==> config.mk <==
export PLATFORM = sky130hd
export DESIGN_NAME = uart_rx
export DESIGN_NICKNAME = d
export VERILOG_FILES = /design/src/rtl/uart_rx.sv
export SDC_FILE = /design/constraint.sdc
export NUM_CORES = 1
export LEC_CHECK = 0
export CORE_MARGIN = 3
export CORE_UTILIZATION = 55
export CTS_CLUSTER_SIZE = 20
export DETAILED_ROUTE_END_ITERATION = 10
export GPL_TIMING_DRIVEN = 0
export PLACE_DENSITY = 0.76
export SLEW_MARGIN = 20
export SYNTH_ARGS = -nofsm -noshare
export SYNTH_HDL_FRONTEND = slang
export SYNTH_SLANG_ARGS = --single-unit
==> constraint.sdc <==
create_clock -name m_clock -period 4.3 [get_ports m_clock]
set_clock_uncertainty 0.05 [all_clocks]
set_input_delay 1.075 -clock m_clock [delete_from_list [all_inputs] [get_ports m_clock]]
set_output_delay 1.075 -clock m_clock [all_outputs]
set_load 0.01 [all_outputs]
==> src/rtl/uart_rx.sv <==
// -----------------------------------------------------------------------------
// uart_rx -- asynchronous serial receiver with runtime frame configuration.
//
// Receives 5..8 data bits (LSB first), an optional parity bit and one stop
// bit. The frame format and bit period are latched when a start edge is
// accepted, so configuration inputs may change freely while a frame is in
// flight. A finished word is held on Rx_Data_o with a valid/ack handshake.
//
// Optional feature:
//   UART_RX_MAJORITY_VOTE_EN  when defined, every bit decision is the 2-of-3
//                             majority of the synchronized line at the
//                             divider target-1, target and target+1; the state
//                             advances after target+1. Undefined (default):
//                             one sample at the target.
//
// Ports:
//   m_clock              in   sole clock, rising edge
//   p_reset              in   synchronous active-high reset
//   RxD_i                in   serial line, asynchronous, idle high
//   Freq_Divide_Param_i  in   [15:0] m_clock cycles per bit (0/1 act as 2)
//   Rx_BitLength_i       in   [1:0]  data bits: 0=5, 1=6, 2=7, 3=8
//   Rx_ParityEN_i        in   parity bit follows the data bits
//   Rx_OddParity_i       in   1 = odd parity, 0 = even parity
//   Rx_Enable_i          in   receiver enable
//   Rx_Ack_i             in   consumer accepts the held word
//   Rx_Data_o            out  [7:0] received word, LSB-aligned, upper bits 0
//   Rx_Valid_o           out  Rx_Data_o holds an unacknowledged word
//   Rx_ParityErr_o       out  parity mismatch on the held word
//   Rx_FrameErr_o        out  stop bit sampled low on the held word
//   Rx_Overrun_o         out  sticky: a completed frame was dropped
//   Rx_Busy_o            out  receiver FSM is not idle
// -----------------------------------------------------------------------------
module uart_rx (
    input  logic        m_clock,
    input  logic        p_reset,
    input  logic        RxD_i,
    input  logic [15:0] Freq_Divide_Param_i,
    input  logic [1:0]  Rx_BitLength_i,
    input  logic        Rx_ParityEN_i,
    input  logic        Rx_OddParity_i,
    input  logic        Rx_Enable_i,
    input  logic        Rx_Ack_i,
    output logic [7:0]  Rx_Data_o,
    output logic        Rx_Valid_o,
    output logic        Rx_ParityErr_o,
    output logic        Rx_FrameErr_o,
    output logic        Rx_Overrun_o,
    output logic        Rx_Busy_o
);

    typedef enum logic [2:0] {
        S_IDLE   = 3'd0,
        S_START  = 3'd1,
        S_DATA   = 3'd2,
        S_PARITY = 3'd3,
        S_STOP   = 3'd4
    } state_t;

    state_t      state;
    state_t      state_nxt;

    logic        rxd_p0;
    logic        rxd_p1;
    logic        rxd_p2;

    logic [15:0] div_r;
    logic [15:0] div_cnt;
    logic [15:0] target;
    logic [2:0]  bit_cnt;
    logic [2:0]  last_bit;
    logic [1:0]  len_r;
    logic        par_en_r;
    logic        odd_r;
    logic [7:0]  data_r;
    logic        par_bit_r;

    logic        start_edge;
    logic        sample_stb;
    logic        bit_val;
    logic        deliver;
    logic        par_err_new;

    // A bit period below two cycles cannot place a mid-bit sample.
    function automatic logic [15:0] sat_div(input logic [15:0] d);
        return (d < 16'd2) ? 16'd2 : d;
    endfunction

    // Stage p0/p1: two-flop synchronizer; rxd_p1 is the line as seen by all logic.
    // Stage p2: previous synchronized value, used only for falling-edge detect.
    always_ff @(posedge m_clock) begin
        if (p_reset) begin
            rxd_p0 <= 1'b1;
            rxd_p1 <= 1'b1;
            rxd_p2 <= 1'b1;
        end else begin
            rxd_p0 <= RxD_i;
            rxd_p1 <= rxd_p0;
            rxd_p2 <= rxd_p1;
        end
    end

    // Edge (not level) detect: a line held low after a framing error never
    // re-arms the receiver until it has been seen high again.
    assign start_edge = rxd_p2 & ~rxd_p1;

    // Start bit is checked half a period in; every later bit a full period on.
    assign target   = (state == S_START) ? {1'b0, div_r[15:1]} : (div_r - 16'd1);
    assign last_bit = {1'b0, len_r} + 3'd4;

`ifdef UART_RX_MAJORITY_VOTE_EN
    logic vote_a;
    logic vote_b;

    function automatic logic maj3(input logic a, input logic b, input logic c);
        return (a & b) | (a & c) | (b & c);
    endfunction

    always_ff @(posedge m_clock) begin
        if (p_reset) begin
            vote_a <= 1'b1;
            vote_b <= 1'b1;
        end else begin
            if ((state != S_IDLE) && (div_cnt == (target - 16'd1)))
                vote_a <= rxd_p1;
            if ((state != S_IDLE) && (div_cnt == target))
                vote_b <= rxd_p1;
        end
    end

    assign sample_stb = (state != S_IDLE) && (div_cnt == (target + 16'd1));
    assign bit_val    = maj3(vote_a, vote_b, rxd_p1);
`else
    assign sample_stb = (state != S_IDLE) && (div_cnt == target);
    assign bit_val    = rxd_p1;
`endif

    // FSM state register
    always_ff @(posedge m_clock) begin
        if (p_reset)
            state <= S_IDLE;
        else
            state <= state_nxt;
    end

    // FSM next-state logic
    always_comb begin
        state_nxt = state;
        if (!Rx_Enable_i) begin
            state_nxt = S_IDLE;
        end else begin
            case (state)
                S_IDLE:   if (start_edge) state_nxt = S_START;
                S_START:  if (sample_stb) state_nxt = bit_val ? S_IDLE : S_DATA;
                S_DATA:   if (sample_stb && (bit_cnt == last_bit))
                              state_nxt = par_en_r ? S_PARITY : S_STOP;
                S_PARITY: if (sample_stb) state_nxt = S_STOP;
                S_STOP:   if (sample_stb) state_nxt = S_IDLE;
                default:  state_nxt = S_IDLE;
            endcase
        end
    end

    // FSM outputs
    always_comb begin
        Rx_Busy_o = (state != S_IDLE);
    end

    // Frame datapath: configuration latch, counters and bit assembly.
    always_ff @(posedge m_clock) begin
        if (p_reset) begin
            div_r     <= 16'd2;
            len_r     <= 2'd0;
            par_en_r  <= 1'b0;
            odd_r     <= 1'b0;
            div_cnt   <= 16'd0;
            bit_cnt   <= 3'd0;
            data_r    <= 8'd0;
            par_bit_r <= 1'b0;
        end else begin
            if ((state == S_IDLE) && (state_nxt == S_START)) begin
                div_r     <= sat_div(Freq_Divide_Param_i);
                len_r     <= Rx_BitLength_i;
                par_en_r  <= Rx_ParityEN_i;
                odd_r     <= Rx_OddParity_i;
                bit_cnt   <= 3'd0;
                data_r    <= 8'd0;
                par_bit_r <= 1'b0;
            end

            if ((state == S_IDLE) || (state_nxt != state) || sample_stb)
                div_cnt <= 16'd0;
            else
                div_cnt <= div_cnt + 16'd1;

            if ((state == S_DATA) && sample_stb) begin
                data_r[bit_cnt] <= bit_val;
                bit_cnt         <= bit_cnt + 3'd1;
            end

            if ((state == S_PARITY) && sample_stb)
                par_bit_r <= bit_val;
        end
    end

    assign deliver     = (state == S_STOP) && sample_stb && Rx_Enable_i;
    // Unused upper data bits are zero, so a full-width XOR is exact.
    assign par_err_new = par_en_r & (((^data_r) ^ par_bit_r) != odd_r);

    // Output word and handshake. A delivery meeting an unacknowledged word is
    // dropped and flagged; an ack in the delivery cycle frees the slot.
    always_ff @(posedge m_clock) begin
        if (p_reset) begin
            Rx_Data_o      <= 8'd0;
            Rx_Valid_o     <= 1'b0;
            Rx_ParityErr_o <= 1'b0;
            Rx_FrameErr_o  <= 1'b0;
            Rx_Overrun_o   <= 1'b0;
        end else if (deliver) begin
            if (Rx_Valid_o && !Rx_Ack_i) begin
                Rx_Overrun_o <= 1'b1;
            end else begin
                Rx_Data_o      <= data_r;
                Rx_ParityErr_o <= par_err_new;
                Rx_FrameErr_o  <= ~bit_val;
                Rx_Valid_o     <= 1'b1;
                if (Rx_Ack_i)
                    Rx_Overrun_o <= 1'b0;
            end
        end else if (Rx_Valid_o && Rx_Ack_i) begin
            Rx_Valid_o   <= 1'b0;
            Rx_Overrun_o <= 1'b0;
        end
    end

endmodule

==> results of run 1 <==
## metrics by stage
| stage | cell area [um^2] | cells |
|---|---|---|
| 3_3_place_gp | 4210 | 569 |
| 2_1_floorplan | 3750 | 456 |
| 3_5_place_dp | 4210 | 569 |
| 5_1_grt | 4410 | 585 |
| 4_1_cts | 4410 | 585 |
| 6_report | 4410 | 585 |
## sequential cells by signal, indices dropped and copies added (netlist names), 2 cells and up
signal	cells
div_r	16
len_r	2
Rx_Data_o	8
state	3
data_r	8
bit_cnt	3
div_cnt	16
## worst paths after layout
kind,startpoint,to,cells past startpoint
hold / removal,rxd_p0,bit_val,1
setup / recovery,div_r[3],div_cnt[13],11
hold reg to reg,rxd_p0,bit_val,1
setup reg to reg,div_r[3],div_cnt[13],11
## cells in the mapped netlist (4+ instances only)
master	instances	area (um^2)
a31oi_1	4	25.0
nor3_1	6	30.0
and3_1	7	43.8
nor2_1	34	128
or4_1	6	45.0
nand3_1	21	105
inv_1	9	33.8
nor2b_1	7	43.8
buf_2	6	30.0
a21oi_1	23	115
xnor2_1	31	272
xor2_1	19	166
or3_1	4	25.0
nand4b_1	4	35.0
clkbuf_1	23	86.3
nand2b_1	25	156
mux2i_1	21	210
nor4_1	8	50.1
o211ai_1	4	30.0
nor3b_1	6	45.0
dfxtp_1	66	1320
nand4_1	6	37.5
nand2_1	63	236
## per-layer routing
| layer | up-vias | GRT usage [%] | wire length, um |
|---|---|---|---|
| li1 | 1685 | - | - |
| met1 | 1567 | 35.3 | 4320 |
| met2 | 116 | 37.1 | 3930 |
| met3 | 17 | 4.10 | 522 |
| met4 | 0 | 8.93 | 144 |
| met5 | - | 0 | 0 |
## worst max-delay path: stages (launching register included)
cell      delay (ps)
dfxtp_1          300
clkbuf_1         210
nor3_1           600
nand3_1          280
a221oi_1         370
o211ai_1         110
or4b_2           720
a211oi_4         330
or4b_1           170
buf_2            170
buf_6            160
nor2_1            60
## area by class of cell
cell class                 instances  area, um^2  share of cell area (%)
clock buffer                      10         138                    3.12
inverter                           9        33.8                   0.766
timing repair buffer              36         360                    8.17
buffer                            35         161                    3.66
multi-input combinational        346        2230                    50.7
clock inverter                     6        65.1                    1.48
tap                               77        96.3                    2.19
sequential                        66        1320                    30.0
## report_power, final
part	total (mW)	switching [mW]	internal, mW
Sequential	0.625	0.00665	0.618
Combinational	0.109	0.0542	0.0547
Clock	0.531	0.246	0.284
Total	1.26	0.307	0.957
## cells by family after synthesis
logic type | Yosys count | share of synthesized area, %
AND/OR/NAND/NOR | 211 | 29.3
flip-flops | 66 | 35.2
AO/OA/AOI/OAI | 59 | 11.3
XOR/XNOR | 50 | 11.7
buffers and inverters | 44 | 5.21
multiplexers | 23 | 6.21
adder cells (fa/ha/maj) | 3 | 1.00
==> metrics.md, run 1 <==
| Metric | Value |
|---|---|
| PortBufs | 36 |
| Largest net degree at the start of global routing | 13 |
| IO Count | 38 |
| Final net count | about 530 |
| Status | completed |
| Dpl hpwl | between 6000 and 7000 um |
| Rows | 29 |
| Synth Net Count | between 400 and 500 |
| Initial antenna violation count | 0 |
| Clock Tree Root | clkbuf_8 |
| N_diodes | 0 |
| Fin. Hold Viols | 0 |
| Core footprint | about 0.0065 mm^2 |
| DRT Pass-1 Iters | 5 |
| Final wirelength | 8920 um |
| First-pass GRT wire length | 15100 um |
| Final global-route overflow total | 0 |
| Drt drc | 0 |
| Clock Tree Buf Depth | 2 |
| Final hold slack | about 360 ps |
| Most used DFF post-synth | dfxtp_1 |
| RSZ-0062 raised after global routing | no |
| Min cycle time layout | 3650 ps |
| Filler Cell Count | 547 |
| #FFs+latches synth | 66 |
| # Post-CTS Setup Buffers | 0 |
| Post-synthesis cell count | 456 |
| Final setup fails | 0 |
| Vias in the first global route | ~3200 |
| CP Max Fanout | 10 |
| Starting Density | a little under 60% |
| Seq/Total Area, Yosys | between 30% and 40% |
| Power density over cell area | 287 mW/mm^2 |
| CTS H-tree depth | 3 |
| Hold Crit Class | register to register |
| Final Max Slew Viols | 0 |
| Leading cell types in the layout, fill and taps excluded | dfxtp_1 (66), nand2_1 (63), clkdlybuf4s50_1 (36), nor2_1 (34), xnor2_1 (31) |
| Max cap viols | 0 |
| Place WS | 714 ps |
| Final TNS setup | 0 ps |
| Crit. End Element | register |
| Fin crit share | a little over four fifths |
| Asr flop ratio synth | 0% |
| P_leak | 1.67 nW |
| PostCTS Resize Cnt | 0 |
| Die H | ~89 um |
| CTS Hold Bufs | 0 |
| Number of synthesized flops with an enable pin | 0 |
| Post-synth design cell area | ~0.0037 mm^2 |
| DRT iter0 DRCs | 204 |
| Area grow syn2layout | 17.6% |
| Ys Warns | 0 |
| Most common cell after layout, fill and taps aside | dfxtp_1 |
| Die X | around 90 um |
| Final worst slack | 653 ps |
| GR Util All Layers | 24.6% |
| Clk Latency, worst-skew pair | 340 ps |
| Peak Freq | approximately 0.27 GHz |
| Critical path required time | roughly 4500 ps |
| CTS tree | yes |
| Clk slew on worst S/H paths | ~70 ps |
| Slew HR | between 50% and 60% |
| CTS Buf Count | 9 |
| Post-synthesis cell type count | 60 |
| Fraction of layout cells with a size suffix above 1 | slightly below 8% |
| GPL Wtd Cong | 0.875 |
| Critical path class | register to register |
| Post-Syn Area per Cell | 8.22 um^2 |
| Crit start category | register |
| Routed length per instance | ~15 um |
| Max IR drop VDD | between 200 and 250 uV |
| Finished Core Util | roughly 68% |
| Arrival @ worst endpoint | between 3000 and 4000 ps |
| Power, Total | ~1.3 mW |
| Setup slack, reg-to-reg | 650 ps |
| DRT antenna net count | 0 |
| Worst-Margin Slew | approximately 650 ps |
| Die Area | around 0.0078 mm^2 |
| CTS Sinks | 66 |
| Via count | approximately 3400 |
| Routed vias/inst | 5.79 |
Note: power is estimated with default switching activity, not from simulation.
==> inputs of run 2 (changes only) <==
Settings changed: CORE_UTILIZATION 55 to 52, PLACE_DENSITY 0.76 to 0.75.
Clock period 4.3 ns to 3.15 ns, I/O delays scaled along.
==> metrics.md, run 2 (same netlist as run 1, synthesis figures left out) <==
| Metric | Value |
|---|---|
| Status | complete, but fails checks |
| Failing checks | negative setup slack |
| Clk slew on worst S/H paths | around 70 ps |
| Fraction of layout cells with a size suffix above 1 | between 10% and 20% |
| RSZ-0062 raised after global routing | yes |
| Die X | ~91 um |
| Most common cell after layout, fill and taps aside | dfxtp_1 |
| Final Max Slew Viols | 0 |
| Hold Path Stages | 1 |
| DRT iter0 DRCs | approximately 180 |
| N_diodes | 0 |
| Slew HR | between 60% and 70% |
| Crit start category | register |
| Seq pwr share | roughly half |
| Internal cell power | between 1 and 1.5 mW |
| Leading cell types in the layout, fill and taps excluded | dfxtp_1 (62), nand2_1 (61), clkdlybuf4s50_1 (36), xnor2_1 (31), nor2_1 (26) |
| Critical path required time | 3390 ps |
| Critical path class | register to register |
| Via count | between 3000 and 4000 |
| CTS Buf Count | 9 |
| Area grow syn2layout | 27.3% |
| Routed vias/inst | ~5.6 |
| Critical-path cell list | clkbuf_8 -> inv_1 -> ha_4 -> nor4b_4 -> nand2_2 -> buf_4 -> buf_4 -> nor4_2 -> a221o_1 -> o22a_2 -> a211oi_4 -> buf_12 -> or4b_4 -> clkbuf_16 -> nor2_1 |
| Die Area | slightly above 0.008 mm^2 |
| Crit. End Element | register |
| Final std cell area, no fill | around 0.0048 mm^2 |
| Vias in the first global route | 3273 |
| Max cap viols | 0 |
| Max IR drop VDD | 338 uV |
| GPL Wtd Cong | 0.880 |
| DRT antenna net count | 0 |
| CP Max Fanout | 9 |
| Min cycle time layout | between 3000 and 4000 ps |
| Power, Total | around 1.7 mW |
| Sw frac | 24.4% |
| Core footprint | 0.00691 mm^2 |
| Fin crit share | 100% |
| Initial antenna violation count | 0 |
| Slowest cell on crit path | or4b_4 |
| Clk pwr share | ~41% |
| Die H | around 91 um |
| Final net count | 540 |
| Final setup fails | 2 |
| IO Count | 38 |
| Largest net degree at the start of global routing | 12 |
| Peak Freq | 0.317 GHz |
| P_leak | 1.80 nW |
| Dpl hpwl | 6560 um |
| Clk Latency, worst-skew pair | 360 ps |
| Final hold slack | 361 ps |
| Drt drc | 0 |
| Worst path most repeated cell | buf_4 |
| First-pass GRT wire length | around 15000 um |
| Logic pwr share | under 10% |
| Worst-Margin Slew | between 500 and 600 ps |
| GR Util All Layers | a little under a quarter |
| CTS H-tree depth | 3 |
| Final wirelength | ~9700 um |
| PortBufs | 36 |
| CTS Sinks | 66 |
| CTS tree | yes |
| Final worst slack | -6.83 ps |
| Routed length per instance | between 15 and 20 um |
| Final TNS setup | -10.7 ps |
| Clock Tree Buf Depth | 2 |
| Clock Tree Root | clkbuf_8 |
| Fin. Hold Viols | 0 |
| Power density over cell area | roughly 370 mW/mm^2 |
| P_sw | 0.427 mW |
| DRT Pass-1 Iters | 5 |
| Worst reg-to-reg path cell count | 15 |
| Final global-route overflow total | 0 |
| Post-placement cell area | about 0.0042 mm^2 |
| Largest regs | div_cnt (16), div_r (16) |
| Hold Crit Class | register to register |
| Rows | 30 |
| Starting Density | between 50% and 60% |
| Crit path largest cell delay | roughly 560 ps |
| Arrival @ worst endpoint | roughly 3400 ps |
run 2: changes by cell type in the layout (fill, tap and decap cells not counted), sizes merged:
cell,previous run,this run
buf,12,22
clkbuf,33,34
clkinv,3,2
inv,10,9
run 2: what timing repair did:
item                                    in CTS  in global routing
cloned                                       0                  2
hold buffers                                 0                  0
gates resized for setup                     20                 33
endpoints found under the setup margin      43                 43
pin swaps                                    8                 11
buffers inserted                             7                  5
run 2: critical path, delay by kind of cell, from the launching register on:
family                   cells  cell delay [ps]
flip-flops                   1              310
adder cells (fa/ha/maj)      1              160
AND/OR/NAND/NOR              5             1280
AO/OA/AOI/OAI                3              380
buffers and inverters        6              900
run 2: cell type report:
type                            count  area, um^2
Multi-Input combinational cell    346        2400
Fill cell                         579        2130
Sequential cell                    66        1330
Timing Repair Buffer               49         522
Buffer                             31         173
Clock buffer                       12         145
Tap cell                           96         120
Clock inverter                      4        51.3
Inverter                            9        33.8
run 2: layer usage:
layer,wire [um],global-route usage (%),up-vias
li1,-,-,1698
met1,4450,30.7,1659
met2,4760,36.9,79
met3,375,4.58,10
met4,114,7.04,0
met5,0,0,-
run 2: stage by stage:
step / std cells / util [%] / setup slack [ps]
2_1_floorplan: 456 / - / 48.6
3_3_place_gp: 588 / 61.3 / -317
3_5_place_dp: 588 / 61.3 / -370
4_1_cts: 610 / 66.0 / 3.07
5_1_grt: 613 / 69.1 / -113
6_report: 613 / 69.1 / -6.83
run 2: path summary, 6_finish.rpt:
path                  from     endpoint  slack [ps]
hold reg to reg     rxd_p0      bit_val         360
hold / removal      rxd_p0      bit_val         360
setup / recovery  div_r[1]  div_cnt[13]          -7
setup reg to reg  div_r[1]  div_cnt[13]          -7
run 2: power groups by stage:
| stage | registers (mW) | clock network, mW | logic, mW |
|---|---|---|---|
| 6_report | 0.856 | 0.722 | 0.171 |
| 2_1_floorplan | 0.871 | 0 | 0.0859 |
| 5_1_grt | 0.857 | 0.757 | 0.184 |
| 3_3_place_gp | 0.872 | 0 | 0.145 |
| 4_1_cts | 0.853 | 0.724 | 0.158 |
| 3_5_place_dp | 0.872 | 0 | 0.148 |
